### src/rtl/kme_ob_capture_if.sv
// Outbound KME AXI-stream bundle between cr_kme (master) and kme_ob_capture (slave).
// Field widths come from the AXI_S_* macros; defaults apply when the build does not set them.
`ifndef AXI_S_DP_DWIDTH
`define AXI_S_DP_DWIDTH 64
`endif
`ifndef AXI_S_TID_WIDTH
`define AXI_S_TID_WIDTH 4
`endif
`ifndef AXI_S_TSTRB_WIDTH
`define AXI_S_TSTRB_WIDTH 8
`endif
`ifndef AXI_S_USER_WIDTH
`define AXI_S_USER_WIDTH 4
`endif

interface kme_ob_capture_if;
    logic                          kme_ob_tvalid;
    logic                          kme_ob_tready;
    logic [`AXI_S_DP_DWIDTH-1:0]   kme_ob_tdata;
    logic [`AXI_S_TID_WIDTH-1:0]   kme_ob_tid;
    logic [`AXI_S_TSTRB_WIDTH-1:0] kme_ob_tstrb;
    logic [`AXI_S_USER_WIDTH-1:0]  kme_ob_tuser;
    logic                          kme_ob_tlast;

    modport master (
        output kme_ob_tvalid, kme_ob_tdata, kme_ob_tid, kme_ob_tstrb, kme_ob_tuser, kme_ob_tlast,
        input  kme_ob_tready
    );

    modport slave (
        input  kme_ob_tvalid, kme_ob_tdata, kme_ob_tid, kme_ob_tstrb, kme_ob_tuser, kme_ob_tlast,
        output kme_ob_tready
    );
endinterface

### src/rtl/kme_ob_capture.sv
// Sink for the KME outbound stream: FWFT capture FIFO, frame counters and protocol checker.
// Optional LFSR backpressure is enabled by defining KME_OB_THROTTLE_EN.
`ifndef AXI_S_DP_DWIDTH
`define AXI_S_DP_DWIDTH 64
`endif
`ifndef AXI_S_TID_WIDTH
`define AXI_S_TID_WIDTH 4
`endif
`ifndef AXI_S_TSTRB_WIDTH
`define AXI_S_TSTRB_WIDTH 8
`endif
`ifndef AXI_S_USER_WIDTH
`define AXI_S_USER_WIDTH 4
`endif

module kme_ob_capture #(
    parameter int          DEPTH     = 16,
    parameter logic [15:0] LFSR_SEED = 16'hACE1,
    localparam int         AW        = $clog2(DEPTH),
    localparam int         BEAT_W    = 1 + `AXI_S_USER_WIDTH + `AXI_S_TID_WIDTH
                                         + `AXI_S_TSTRB_WIDTH + `AXI_S_DP_DWIDTH
) (
    input  logic                 clk,
    input  logic                 rst_n,
    kme_ob_capture_if.slave      ob,
    input  logic                 pop_req,
    output logic                 pop_valid,
    output logic [BEAT_W-1:0]    pop_beat,
    output logic [AW:0]          fifo_level,
    output logic [15:0]          frames_pending,
    output logic [15:0]          frame_cnt,
    input  logic [3:0]           throttle_thr,
    input  logic                 clr_err,
    output logic                 proto_err
);

    typedef enum logic {IDLE, IN_FRAME} state_t;

    state_t                      state, state_next;
    logic [AW:0]                 wr_ptr, rd_ptr;
    logic [BEAT_W-1:0]           mem [DEPTH];
    logic [BEAT_W-1:0]           in_beat, head, cap_beat;
    logic [`AXI_S_TID_WIDTH-1:0] tid_q;
    logic                        full, empty, push, pop, pop_last;
    logic                        ready_en, stall, stall_q;
    logic                        tid_err, stall_err;

    assign in_beat = {ob.kme_ob_tlast, ob.kme_ob_tuser, ob.kme_ob_tid,
                      ob.kme_ob_tstrb, ob.kme_ob_tdata};

    assign empty = (wr_ptr == rd_ptr);
    assign full  = (wr_ptr[AW] != rd_ptr[AW]) && (wr_ptr[AW-1:0] == rd_ptr[AW-1:0]);

    // ready_en holds tready low until the first edge after reset release.
    assign ob.kme_ob_tready = ready_en & ~full & ~stall;
    assign push             = ob.kme_ob_tvalid & ob.kme_ob_tready;
    assign pop              = pop_req & ~empty;

    assign head       = mem[rd_ptr[AW-1:0]];
    assign pop_valid  = ~empty;
    assign pop_beat   = empty ? '0 : head;
    assign pop_last   = head[BEAT_W-1];
    assign fifo_level = wr_ptr - rd_ptr;

`ifdef KME_OB_THROTTLE_EN
    logic [15:0] lfsr;

    always_ff @(posedge clk or negedge rst_n) begin
        if (!rst_n) lfsr <= LFSR_SEED;
        else        lfsr <= {lfsr[14:0], lfsr[15] ^ lfsr[13] ^ lfsr[12] ^ lfsr[10]};
    end

    assign stall = (lfsr[3:0] < throttle_thr);
`else
    logic unused_thr;
    assign unused_thr = ^throttle_thr;
    assign stall      = 1'b0;
`endif

    // NOTE: storage has no reset; the pointers alone define what is valid, and
    // leaving the array unreset lets it map onto plain RAM.
    always_ff @(posedge clk) begin
        if (push) mem[wr_ptr[AW-1:0]] <= in_beat;
    end

    always_ff @(posedge clk or negedge rst_n) begin
        if (!rst_n) begin
            ready_en       <= 1'b0;
            wr_ptr         <= '0;
            rd_ptr         <= '0;
            frames_pending <= '0;
            frame_cnt      <= '0;
        end else begin
            ready_en <= 1'b1;
            if (push) wr_ptr <= wr_ptr + 1'b1;
            if (pop)  rd_ptr <= rd_ptr + 1'b1;
            case ({push & ob.kme_ob_tlast, pop & pop_last})
                2'b10:   frames_pending <= frames_pending + 16'd1;
                2'b01:   frames_pending <= frames_pending - 16'd1;
                default: frames_pending <= frames_pending;
            endcase
            if (push && ob.kme_ob_tlast && frame_cnt != 16'hFFFF)
                frame_cnt <= frame_cnt + 16'd1;
        end
    end

    // NOTE: every output of this block gets a default first so no path leaves
    // it unassigned, which would otherwise infer a latch.
    always_comb begin
        state_next = state;
        tid_err    = 1'b0;
        if (push) begin
            case (state)
                IDLE: begin
                    if (!ob.kme_ob_tlast) state_next = IN_FRAME;
                end
                IN_FRAME: begin
                    if (ob.kme_ob_tid != tid_q) tid_err = 1'b1;
                    if (ob.kme_ob_tlast)        state_next = IDLE;
                end
                default: state_next = IDLE;
            endcase
        end
    end

    // A stalled beat must reappear unchanged on the next cycle.
    assign stall_err = stall_q & (~ob.kme_ob_tvalid | (in_beat != cap_beat));

    always_ff @(posedge clk or negedge rst_n) begin
        if (!rst_n) begin
            state     <= IDLE;
            tid_q     <= '0;
            stall_q   <= 1'b0;
            cap_beat  <= '0;
            proto_err <= 1'b0;
        end else begin
            state    <= state_next;
            if (state == IDLE && push && !ob.kme_ob_tlast) tid_q <= ob.kme_ob_tid;
            stall_q  <= ob.kme_ob_tvalid & ~ob.kme_ob_tready;
            cap_beat <= in_beat;
            if (tid_err || stall_err) proto_err <= 1'b1;
            else if (clr_err)         proto_err <= 1'b0;
        end
    end

endmodule

### src/flat_wrapper.sv
// flat-port wrapper written by rule: the top's interface ports become plain ports
module kme_ob_capture_flat 
#(
    parameter int          DEPTH     = 16,
    parameter logic [15:0] LFSR_SEED = 16'hACE1,
    localparam int         AW        = $clog2(DEPTH),
    localparam int         BEAT_W    = 1 + `AXI_S_USER_WIDTH + `AXI_S_TID_WIDTH
                                         + `AXI_S_TSTRB_WIDTH + `AXI_S_DP_DWIDTH
)
  (clk, rst_n, pop_req, pop_valid, pop_beat, fifo_level, frames_pending, frame_cnt, throttle_thr, clr_err, proto_err, ob_kme_ob_tvalid, ob_kme_ob_tdata, ob_kme_ob_tid, ob_kme_ob_tstrb, ob_kme_ob_tuser, ob_kme_ob_tlast, ob_kme_ob_tready);
  kme_ob_capture_if ob_i ();
  input  logic clk;
  input  logic rst_n;
  input  logic pop_req;
  output logic pop_valid;
  output logic [BEAT_W-1:0] pop_beat;
  output logic [AW:0] fifo_level;
  output logic [15:0] frames_pending;
  output logic [15:0] frame_cnt;
  input  logic [3:0] throttle_thr;
  input  logic clr_err;
  output logic proto_err;
  input wire logic [$bits(ob_i.kme_ob_tvalid)-1:0] ob_kme_ob_tvalid;
  input wire logic [$bits(ob_i.kme_ob_tdata)-1:0] ob_kme_ob_tdata;
  input wire logic [$bits(ob_i.kme_ob_tid)-1:0] ob_kme_ob_tid;
  input wire logic [$bits(ob_i.kme_ob_tstrb)-1:0] ob_kme_ob_tstrb;
  input wire logic [$bits(ob_i.kme_ob_tuser)-1:0] ob_kme_ob_tuser;
  input wire logic [$bits(ob_i.kme_ob_tlast)-1:0] ob_kme_ob_tlast;
  output wire logic [$bits(ob_i.kme_ob_tready)-1:0] ob_kme_ob_tready;
  assign ob_i.kme_ob_tvalid = ob_kme_ob_tvalid;
  assign ob_i.kme_ob_tdata = ob_kme_ob_tdata;
  assign ob_i.kme_ob_tid = ob_kme_ob_tid;
  assign ob_i.kme_ob_tstrb = ob_kme_ob_tstrb;
  assign ob_i.kme_ob_tuser = ob_kme_ob_tuser;
  assign ob_i.kme_ob_tlast = ob_kme_ob_tlast;
  assign ob_kme_ob_tready = ob_i.kme_ob_tready;
  kme_ob_capture #(.DEPTH(DEPTH), .LFSR_SEED(LFSR_SEED)) u_core (.clk(clk), .rst_n(rst_n), .ob(ob_i), .pop_req(pop_req), .pop_valid(pop_valid), .pop_beat(pop_beat), .fifo_level(fifo_level), .frames_pending(frames_pending), .frame_cnt(frame_cnt), .throttle_thr(throttle_thr), .clr_err(clr_err), .proto_err(proto_err));
endmodule
### config.mk
export PLATFORM = sky130hd
export DESIGN_NAME = kme_ob_capture_flat
export DESIGN_NICKNAME = d
export VERILOG_FILES = /design/src/rtl/kme_ob_capture_if.sv /design/src/rtl/kme_ob_capture.sv /design/src/flat_wrapper.sv
export SDC_FILE = /design/constraint.sdc
export NUM_CORES = 2
export LEC_CHECK = 0
export CELL_PAD_IN_SITES_DETAIL_PLACEMENT = 0
export CELL_PAD_IN_SITES_GLOBAL_PLACEMENT = 1
export CORE_ASPECT_RATIO = 1.25
export CORE_UTILIZATION = 55
export CTS_CLUSTER_SIZE = 30
export DETAILED_ROUTE_END_ITERATION = 12
export PLACE_DENSITY_LB_ADDON = 0.25
export SYNTH_ARGS = -nofsm -noshare
export SYNTH_HDL_FRONTEND = slang
export SYNTH_SLANG_ARGS = --single-unit
### constraint.sdc
create_clock -name clk -period 6.8 [get_ports clk]
set_input_delay 0.68 -clock clk [delete_from_list [all_inputs] [get_ports clk]]
set_output_delay 0.68 -clock clk [all_outputs]
set_load 0.01 [all_outputs]
After elaboration in Yosys (flattened, before gate mapping)

Memory sizes are Yosys's and may differ from the RTL's.
Cells that the tools add are included.

Add/subtract/negate cells: 6
Reductions and logical operators: 9
Equal/unequal tests: 8
Bitwise logic cells: 13
Mux-type cells: 10

Operators by type and width:

| operator                                                               | count |
|---|---|
| 81-bit two-way mux                                                     | 1 |
| 81-bit != test                                                         | 1 |
| 16-bit by 1-bit adder with 16-bit output (second input constant)       | 2 |
| 16-bit one-hot mux with 2 select lines                                 | 1 |
| 16-bit != test (second input constant)                                 | 1 |
| 16-bit by 1-bit subtractor with 16-bit output (second input constant)  | 1 |
| 5-bit by 1-bit adder with 5-bit output (second input constant)         | 2 |
| 1-bit two-way mux                                                      | 8 |
| 1-bit bitwise AND                                                      | 7 |
| 5-bit equality test                                                    | 1 |
| 1-bit logical AND                                                      | 5 |
| 1-bit inverter                                                         | 5 |
| 5-bit subtractor                                                       | 1 |
| 4-bit equality test                                                    | 1 |
| 4-bit != test                                                          | 1 |
| 2-bit nonzero test                                                     | 2 |
| 2-bit by 1-bit equality test with 1-bit output (second input constant) | 1 |
| 2-bit equality test (second input constant)                            | 1 |
| 1-bit zero test                                                        | 1 |
| 1-bit logical OR                                                       | 1 |
| 1-bit != test                                                          | 1 |
| 1-bit OR                                                               | 1 |

Output and inout bits: 121
Input bits: 90
Memories: 1
RAM bits: 1296
Bits in registers: 131
Word-level logic and storage cells: 57

Memories:

| memory     | depth | width | rd ports | clocked after Yosys merged registers in | wr ports | RTL line             | source |
|---|---|---|---|---|---|---|---|
| u_core.mem | 16    | 81    | 1        | 0                                       | 1        | kme_ob_capture.sv:41 | `logic [BEAT_W-1:0] mem [DEPTH];` |

Depth between registers and ports, before layout

Depth in word-level cells: 8
Gate-level depth with buffers: 21
Mapped depth without buffers: 15

Least setup slack after synthesis

Ideal clock, no wire load.

Path kind: register to register
Start point: register u_core.rd_ptr[1]
End point: memory u_core.mem[10][0] (netlist name) (enable)
Period minus slack after synthesis: 4581 ps
Buffers on the path: 2
Cell stages (with the launch flop): 10
Library setup time: 448 ps
Slack: 2219 ps
Arrival: 4133 ps
Path through: dfrtp_1 clkbuf_1 clkbuf_1 inv_1 ha_1 nand4_1 o21a_1 nand2_1 nor3b_1 and2_1

Word-level cells in the longest chain between the ends: 7

Ends and longest elaborated chain:

| element                                 | RTL line             | source |
|---|---|---|
| start: declaration                      | kme_ob_capture.sv:40 | `logic [AW:0] wr_ptr, rd_ptr;` |
| start signal: assignment                | kme_ob_capture.sv:96 | `if (pop) rd_ptr <= rd_ptr + 1'b1;` |
| 4-bit equality test                     | kme_ob_capture.sv:52 | `assign full = (wr_ptr[AW] != rd_ptr[AW]) && (wr_ptr[AW-1:0] == rd_ptr[AW-1:0]);` |
| 1-bit logical AND                       | kme_ob_capture.sv:52 |  |
| 1-bit inverter                          | kme_ob_capture.sv:55 | `assign ob.kme_ob_tready = ready_en & ~full & ~stall;` |
| 1-bit bitwise AND                       | kme_ob_capture.sv:55 |  |
| net ob_kme_ob_tready                    | flat_wrapper.sv:29   | `output wire logic [$bits(ob_i.kme_ob_tready)-1:0] ob_kme_ob_tready;` |
| 1-bit bitwise AND                       | kme_ob_capture.sv:56 | `assign push = ob.kme_ob_tvalid & ob.kme_ob_tready;` |
| 1-bit two-way mux                       | kme_ob_capture.sv:83 | `if (push) mem[wr_ptr[AW-1:0]] <= in_beat;` |
| 1-bit two-way mux (not written as such) | kme_ob_capture.sv:83 |  |
| end: declaration                        | kme_ob_capture.sv:41 |  |

The timed path passes the listed nets, and every way through them passes these cells.

Worst setup path after layout

Start point: register u_core.rd_ptr[0]
End point: output port pop_beat[57]

Word-level cells in the longest chain between the ends: 2
Elaborated cells between the ends (all ways): 3
Classes of those cells: eq/ne (1); mux (1); memory (1)

Ends and longest elaborated chain:

| element                                                               | RTL line             | source |
|---|---|---|
| memory read 16 x 81 bit / 5-bit equality test (equally long branches) | --                   |  |
| 81-bit two-way mux *                                                  | kme_ob_capture.sv:61 | `assign pop_beat = empty ? '0 : head;` |
| end: declaration                                                      | flat_wrapper.sv:16   | `output logic [BEAT_W-1:0] pop_beat;` |

Mark *: on every way between the ends. The rest lies on a longest branch, timed or not.

==> summary.md <==
| Metric | Value |
|---|---|
| Status | finished clean |
| DR iter-0 viols | roughly 3000 |
| Met3 usage | roughly 5.6% |
| Min-Delay Path Class | register to register |
| Net Count, Synth | around 2600 |
| Initial antenna violation count | 11 |
| Synth Register Bits | ~1400 |
| DPL Wire Length | approximately 67 mm |
| Area delta synth->final | 15.18% |
| All-Layer GR Usage | about a quarter |
| Overall Power | 26.84 mW |
| Worst Path Required | 6120 ps |
| Busiest grt layer | met2 |
| Placer Congestion | between 0.8 and 0.9 |
| H-tree depth | 4 |
| EDFF count, synth | between 1000 and 1500 |
| Leak Pwr | approximately 20 nW |
| Die W | 286.1 µm |
| Vias in the first global route | 27800 |
| Global-route wire length before repair | about 190 mm |
| Share of post-route cells with drive strength above 1 | approximately a quarter |
| IO buf count | slightly above 200 |
| Synthesized area | roughly 55000 µm² |
| CTS Hold Bufs | 1 |
| # Max-Cap Violations | 0 |
| Die height | between 300 and 400 µm |
| Yosys cell types | 70 |
| Final slew viol count | 0 |
| WL final | between 100 and 150 mm |
| Remaining global-route overflow | 0 |
| Core area | 99430 µm² |
| DRC viols | 0 |
| Multi-input logic area | 12560 µm² |
| Post-CTS Setup Bufs | 0 |
| Clock root buffer master | clkbuf_16 |
| Most common cell in the netlist | edfxtp_1 |
| CTS sink cnt | roughly 1400 |
| DR WL/cell | just over 30 µm |
| Met1 Track Usage GR | a little over a third |
| Clock skew | between 20 and 30 ps |
| Final hold violations | 0 |
| Clock transition at the registers of the reported paths | about 60 ps |
| Crit Path Class | register to output pin |
| RSZ-0062 raised after global routing | false |
| Register Area | 42210 µm² |
| Yosys warns | 0 |
| Die area | slightly above 100000 µm² |
| Slew margin rel. | 21.65% |
| Setup violators final | 0 |
| Clk_lat worst skew | about 760 ps |
| Via count | ~27000 |
| Async S/R FF share, synth | between 9 and 10% |
| Top cells by instance count after synthesis | 1296 x edfxtp_1, 405 x mux4_2, 131 x dfrtp_1 |
| Fin crit share | 83.04% |
| R2r setup slk | between 1500 and 2000 ps |
| Ports | approximately 210 |
| Antenna-violating nets left | 0 |
| Critical path capture point type | output pin |
| Mean Syn Cell Area | between 20 and 25 µm² |
| Post-DR vias/cell | between 6 and 7 |
| CP max FO | 97 |
| Layout Nets | approximately 2900 |
| GRT met2 Usage | approximately two fifths |
| Critical path origin | u_core.rd_ptr[0] |
| Ys flop type | edfxtp_1 |
| CP Launch Type | register |
| Critical Path AT | between 4000 and 5000 ps |
| Top cell type's share of synthesized area | a little over two thirds |
| Synth Instances | 2480 |
| Drt pass-1 iters | 5 |
| Final worst path period need | 5647 ps |
| Initial Util | 55.80% |
| Rows | about 130 |
| Seq/Total Area, Yosys | 76.06% |
| Reg-to-reg critical path startpoint | u_core.rd_ptr[1] |
| Cells resized by post-CTS repair | 0 |
| PD cells | between 400 and 500 nW/µm² |
| Top cells by area, synth | edfxtp_1 70%, mux4_2 16%, dfrtp_1 5.9% |
| Setup TNS | 0 ps |
| CTS tree | yes |
| Clock Path Buffers | 3 |
| Peak Freq | roughly 180 MHz |
| Worst-Margin Slew | 1175 ps |
| # fillers | approximately 6500 |
| Worst vdd ir | 0.0004150 V |
| CTS Buf Count | approximately 140 |
| Largest net degree at the start of global routing | between 100 and 150 |
| Cell taking the most area after synthesis | edfxtp_1 |
| Min-delay src | u_core.frames_pending[15] |
==> final timing paths <==
check,end,cells after the start
max,pop_beat[57],6
min,u_core.frames_pending[15],1
max reg2reg,u_core.frames_pending[10],12
min reg2reg,u_core.frames_pending[15],1
max in group asynchronous,u_core.cap_beat[77],3
min in group asynchronous,u_core.cap_beat[46],2
==> through the flow <==
stage / hold slack (ps) / std cells / setup slack, ps / utilization (%) / instance area [µm²]
detailed placement: 465.5 / 3929 / 1767 / 59.49 / 59150
finish: 480.7 / 4183 / 1153 / 64.27 / 63900
global route: 516.6 / 4181 / 890.3 / 64.26 / 63900
global placement: 469.2 / 3929 / 1793 / 59.49 / 59150
floorplan: 384.4 / 2480 / 2219 / - / 55480
CTS: 482.8 / 4181 / 1068 / 64.26 / 63900
==> sequential cells by signal, indices dropped and copies added (netlist names), 4 cells and up <==
register               cells
u_core.mem              1296
u_core.cap_beat           81
u_core.wr_ptr              5
u_core.tid_q               4
u_core.frames_pending     16
u_core.frame_cnt          16
u_core.rd_ptr              5
==> layer usage <==
layer,routed length (µm),part of all wire (%)
met1,50780,39
met2,63970,50
met3,10160,7.9
met4,3712,2.9
met5,94,0.073
==> worst max-delay path, cell delays in order (launching register included) <==
cell	delay (ps)
dfrtp_4	630
buf_12	530
buf_4	930
mux4_2	630
mux4_2	460
and2_1	230
clkdlybuf4s50_1	500
==> cells in the final DEF (no fill, tap or decap), drive strengths merged, types with 4 or more instances in the layout <==
cell and instances:
mux4 405, nand2b 10, nor3 11, inv 44, nand2 32, o2111ai 5, bufinv 18, o221ai 4
ha 13, o21ai 16, or3 4, a2111oi 4, dfrtp 131, clkdlybuf4s50 205, nor2 21, nand4 21
nor4 18, mux2 6, a21oi 14, nand3 13, o211ai 6, a22o 4, o2bb2ai 5, edfxtp 1296
nor2b 6, clkinv 38, and2 102, clkbuf 189, xnor2 57, and3 10, a21o 5, buf 56
o22ai 11, xor2 45
==> cell families (layout without fill, tap and decap cells) <==
group / Yosys count / in the layout / synth area share, %
AO/OA/AOI/OAI: 102 / 102 / 1.365
flip-flops: 1427 / 1427 / 76.06
buffers and inverters: 163 / 554 / 1.378
multiplexers: 413 / 413 / 16.60
adder cells (fa/ha/maj): 14 / 14 / 0.3293
XOR/XNOR: 102 / 102 / 1.610
other: 1 / 3 / 0.006760
AND/OR/NAND/NOR: 258 / 258 / 2.652
==> cell type report <==
cell class                 count  area share [%]
sequential                  1427           66.05
multi-input combinational    890           19.66
clock buffer                 189           6.174
timing repair buffer         262           4.047
tap                         1310           2.565
clock inverter                62           1.243
inverter                      41          0.2487
antenna                        2        0.007832
==> report_power, final <==
part	internal [mW]	switching [mW]	total, mW	leakage, nW
logic	4.36	4.01	8.37	5.05
registers	10.1	0.379	10.5	13.2
clock network	4.75	3.21	7.96	2.32
(Power assumes the default switching activity.)
